==> config.mk <==
export PLATFORM = sky130hd
export DESIGN_NAME = exc_ctrl
export DESIGN_NICKNAME = d
export VERILOG_FILES = /design/src/rtl/exc_ctrl.sv
export SDC_FILE = /design/constraint.sdc
export NUM_CORES = 1
export LEC_CHECK = 0
export BUFFER_PORTS_ARGS = -buffer_cell sky130_fd_sc_hd__buf_2
export CAP_MARGIN = 20
export CORE_MARGIN = 3
export CORE_UTILIZATION = 49
export CTS_CLUSTER_SIZE = 16
export DETAILED_ROUTE_END_ITERATION = 10
export GPL_TIMING_DRIVEN = 0
export PLACE_DENSITY = 0.93
export SLEW_MARGIN = 5
export SYNTH_ARGS = -nofsm -noshare
export SYNTH_HDL_FRONTEND = slang
export SYNTH_SLANG_ARGS = --single-unit
==> constraint.sdc <==
create_clock -name clk -period 2.4 [get_ports clk]
set_input_delay 0.48 -clock clk [delete_from_list [all_inputs] [get_ports clk]]
set_output_delay 0.48 -clock clk [all_outputs]
set_load 0.01 [all_outputs]
==> src/rtl/exc_ctrl.sv <==
// Exception/ERET commit controller: captures a WB event, strobes CP0, redirects IF, drains.
// Optional interrupt recognition is enabled by defining EXC_CTRL_INT_EN.
module exc_ctrl #(
    parameter logic [31:0] EX_ENTRY     = 32'hbfc00380,
    parameter int unsigned FLUSH_CYCLES = 2
) (
    input  logic        clk,
    input  logic        resetn,
    input  logic        wb_valid,
    output logic        wb_ready,
    input  logic        wb_ex,
    input  logic [4:0]  wb_excode,
    input  logic        wb_eret,
    input  logic [31:0] wb_pc,
    input  logic        wb_bd,
    input  logic        c0_status_ie,
    input  logic        c0_status_exl,
    input  logic [7:0]  c0_status_im,
    input  logic [7:0]  c0_cause_ip,
    input  logic [31:0] c0_epc,
    output logic        cp0_ex,
    output logic [4:0]  cp0_excode,
    output logic [31:0] cp0_pc,
    output logic        cp0_bd,
    output logic        cp0_eret,
    output logic        flush,
    output logic        redirect_valid,
    input  logic        redirect_ready,
    output logic [31:0] redirect_pc
);

    typedef enum logic [1:0] {
        IDLE,
        COMMIT,
        REDIRECT,
        DRAIN
    } state_t;

    localparam logic [3:0] DRAIN_LAST = 4'(FLUSH_CYCLES - 1);

    state_t      state;
    state_t      state_nx;
    logic [3:0]  cnt;
    logic [4:0]  cap_excode;
    logic [31:0] cap_pc;
    logic        cap_bd;
    logic        cap_eret;
    logic [31:0] rpc;
    logic        int_pending;
    logic        event_hit;
    logic        take;
    logic        in_commit;

`ifdef EXC_CTRL_INT_EN
    assign int_pending = c0_status_ie & ~c0_status_exl
                       & |(c0_status_im & c0_cause_ip);
`else
    logic unused_int;
    assign unused_int  = ^{c0_status_ie, c0_status_exl,
                           c0_status_im, c0_cause_ip};
    assign int_pending = 1'b0;
`endif

    assign event_hit = wb_valid & (int_pending | wb_ex | wb_eret);
    assign take      = (state == IDLE) & event_hit;
    assign in_commit = (state == COMMIT);

    always_ff @(posedge clk or negedge resetn) begin
        if (!resetn) begin
            state <= IDLE;
        end else begin
            state <= state_nx;
        end
    end

    always_comb begin
        state_nx = state;
        unique case (state)
            IDLE: begin
                if (event_hit) state_nx = COMMIT;
            end
            COMMIT: begin
                state_nx = REDIRECT;
            end
            REDIRECT: begin
                if (redirect_ready) state_nx = DRAIN;
            end
            DRAIN: begin
                if (cnt == 4'd0) state_nx = IDLE;
            end
            default: state_nx = IDLE;
        endcase
    end

    // Interrupt outranks a synchronous exception, which outranks ERET.
    always_ff @(posedge clk or negedge resetn) begin
        if (!resetn) begin
            cap_excode <= '0;
            cap_pc     <= '0;
            cap_bd     <= 1'b0;
            cap_eret   <= 1'b0;
        end else if (take) begin
            cap_pc <= wb_pc;
            cap_bd <= wb_bd;
            if (int_pending) begin
                cap_excode <= 5'h00;
                cap_eret   <= 1'b0;
            end else if (wb_ex) begin
                cap_excode <= wb_excode;
                cap_eret   <= 1'b0;
            end else begin
                cap_excode <= 5'h00;
                cap_eret   <= 1'b1;
            end
        end
    end

    // ERET target is EPC as CP0 presents it during the commit cycle.
    always_ff @(posedge clk or negedge resetn) begin
        if (!resetn) begin
            rpc <= '0;
        end else if (take && (int_pending || wb_ex)) begin
            rpc <= EX_ENTRY;
        end else if (in_commit && cap_eret) begin
            rpc <= c0_epc;
        end
    end

    always_ff @(posedge clk or negedge resetn) begin
        if (!resetn) begin
            cnt <= '0;
        end else if (state == REDIRECT && redirect_ready) begin
            cnt <= DRAIN_LAST;
        end else if (state == DRAIN && cnt != 4'd0) begin
            cnt <= cnt - 4'd1;
        end
    end

    assign wb_ready       = (state == IDLE);
    assign flush          = (state != IDLE);
    assign redirect_valid = (state == REDIRECT);
    assign redirect_pc    = rpc;
    assign cp0_ex         = in_commit & ~cap_eret;
    assign cp0_eret       = in_commit & cap_eret;
    assign cp0_excode     = in_commit ? cap_excode : 5'h00;
    assign cp0_pc         = in_commit ? cap_pc : 32'h0;
    assign cp0_bd         = in_commit & cap_bd;

endmodule

==> metrics.md <==
| Metric | Value |
|---|---|
| Fmax | about 0.45 GHz |
| Hold Path Class | input port to asynchronous set/reset pin |
| Worst-Margin Slew | 429 ps |
| Static Leakage | 2.28 nW |
| Finished Cell Area | approximately 4300 um^2 |
| Clock sink total | 77 |
| Critical Path RT | between 1500 and 2000 ps |
| Unrepaired setup endpoints after global routing | no |
| Pwr per Cell Area | 1290 nW/um^2 |
| Status | complete, no violations |
| Die X-Extent | 87.8 um |
| Grt total ovfl | 0 |
| Post-Route Skew | around 5.5 ps |
| Number of CTS-inserted buffers | 9 |
| Drt total wl | approximately 7300 um |
| Setup crit start kind | flip-flop |
| Post-Syn Area | roughly 3300 um^2 |
| Initial antenna violation count | 0 |
| Routability cong. | 0.728 |
| Via count | 2492 |
| Critical path class | flip-flop to output port |
| Fin nets | 513 |
| Synthesis-stage register bit count | 77 |
| # IOs | 169 |
| Top cell type's share of synthesized area | around three fifths |
| Max VDD drop | between 0.0006 and 0.0007 V |
| DRC | 0 |
| Initial DRC Count | 29 |
| Final hold violation count | 0 |
| DR pass1 iterations | 4 |
| Fillcell total | 500 |
| Critical Path Max Stage Delay | 420 ps |
| CP top delay family | buffers and inverters |
| Final Setup Violations | 0 |
| CTS clk-pin slew, worst paths | roughly 80 ps |
| Die height | 87.8 um |
| Commonest cells after routing, fill and taps aside | buf_2, dfrtp_1, and2_1 |
| Tcrit/Tclk final | between 90% and 100% |
| Placed cell area | 4150 um^2 |
| Non-Filler Instances | between 400 and 500 |
| # placed instances | 480 |
| Synthesized Nets | ~350 |
| CTS Root Buffer Type | clkbuf_8 |
| CP Max Fanout | 19 |
| P&R area growth vs syn | 32.4% |
| Fin Setup TNS | 0 ps |
| First-pass GRT wire length | ~12000 um |
| Average size of a mapped cell | approximately 13 um^2 |
| Largest net degree at the start of global routing | 46 |
| CP Cell Sequence | inv_1, ha_1, clkbuf_2, and2_1, buf_2 |
| Cts hold-fix bufs | 0 |
| Buf/Inv on CP | 3 |
| Slowest cell on crit path | dfrtp_1 |
| Gr usage total | between 10% and 20% |
| Max Cap Viol | 0 |
| Initial Util | between 50% and 60% |
| Clock latency on the worst-skew pair | about 340 ps |
| Yosys warnings | 0 |
| Die Area | about 7700 um^2 |
| Share of cells above drive strength 1 | between 50% and 60% |
| ANT nets after route | 0 |
| Most common cell after layout, fill and taps aside | buf_2 |
| Core ar. | 6420 um^2 |
| Hold_ws | between 70 and 80 ps |
| Post-DP HPWL | between 5000 and 6000 um |
| Worst path arrival time | approximately 1800 ps |
| Max-slew violation count | 0 |
| Post-synth top area cell | dfrtp_1 |
| Slew margin rel. | 71.4% |
| Synth cell types | 28 |
| Footprint of the multi-input gates | roughly 1200 um^2 |
| CTS tree | done |
| WL/cell | 14.8 um |
| Vias per inst | a little over 5 |
| Vias in the first global route | about 2500 |
| Worst Setup End Kind | output port |
| N_diodes | 0 |
| Syn Inst Count | roughly 250 |
| Placement Rows | 29 |
| Tot Pwr | between 5 and 6 mW |
| Sequential area share after synthesis | 58.7% |
| CTS H-tree lvls | 3 |
| Fin crit period | 2240 ps |
| FF+latch area | between 1500 and 2000 um^2 |
| Clk buf depth | 2 |
| Synth area leaders | dfrtp_1, mux2_2, and2_1, a22o_1, o22a_1 |
| Number of port buffers | between 100 and 150 |
-- final timing paths --
path / startpoint / to / slack [ps] / cells past startpoint
max: state[1] / cp0_pc[0] / 160 / 5
max in group asynchronous: resetn / redirect_pc[2] / 1750 / 2
max reg2reg: state[1] / redirect_pc[3] / 590 / 6
min reg2reg: cap_excode[1] / cap_excode[1] / 480 / 2
min: resetn / cap_pc[14] / 70 / 1
min in group clk: wb_pc[26] / cap_pc[26] / 360 / 2
-- cell type report --
cell class	instances	area share [%]
repair buffers	150	17.7
flip-flops and latches	77	44.4
well taps	77	2.22
inverters	6	0.519
multi-input cells	155	28.6
plain buffers	14	1.99
clock inverters	5	1.35
clock buffers	11	3.26
-- through the flow --
| stage | utilization (%) | worst slack (ps) |
|---|---|---|
| 6_report | 67.6 | 155 |
| 5_1_grt | 67.6 | 10.5 |
| 4_1_cts | 67.6 | 111 |
| 3_5_place_dp | 64.5 | 131 |
| 3_3_place_gp | 64.2 | 155 |
| 2_1_floorplan | - | 645 |
-- cells in the mapped netlist, drive strengths merged --
cell / n
and2: 40
xor2: 2
nand3: 4
o22a: 12
buf: 11
o211ai: 1
o21ai: 7
nand2b: 1
a32oi: 1
ha: 6
a21oi: 2
or3b: 1
nor2b: 2
nor3: 1
nand2: 18
xnor2: 1
dfrtp: 77
inv: 6
mux2i: 1
clkbuf: 4
a22o: 20
nor2: 1
mux2: 34
-- state kept, by name (all words and copies together), names as in the netlist --
name and cells:
cap_bd 1, cap_eret 1, cap_excode 5, cap_pc 32, cnt 4, redirect_pc 32, state 2
-- where the power goes --
part           internal [mW]  leakage [nW]  switching, mW
Clock                  0.511        0.0959          0.469
Combinational           1.21          1.26           1.17
Sequential              1.94         0.925          0.314
Total                   3.67          2.28           1.95
-- layer usage --
layer  share of wire [%]  GRT usage (%)  vias up  routed length [um]
li1                    -              -     1192                   -
met1                  41           23.3     1193                2980
met2                  50           33.2       98                3680
met3                 8.0           5.17        9                 590
met4                 1.1           5.44        0                  82
met5                   0              0        -                   0
-- timing repair --
item,4_1_cts,5_1_grt
buffers inserted,0,0
endpoints found under the setup margin,10,0
resized for setup,1,0
-- cell families (layout without fill, tap and decap cells) --
group                    count (synthesis)  after routing  share of synthesized area [%]
AND/OR/NAND/NOR                         68             68                           11.9
multiplexers                            35             35                           12.1
buffers and inverters                   21            186                           3.39
flip-flops                              77             77                           58.7
AO/OA/AOI/OAI                           43             43                           10.8
adder cells (fa/ha/maj)                  6              6                           2.29
XOR/XNOR                                 3              3                          0.801
(Power assumes the default switching activity.)
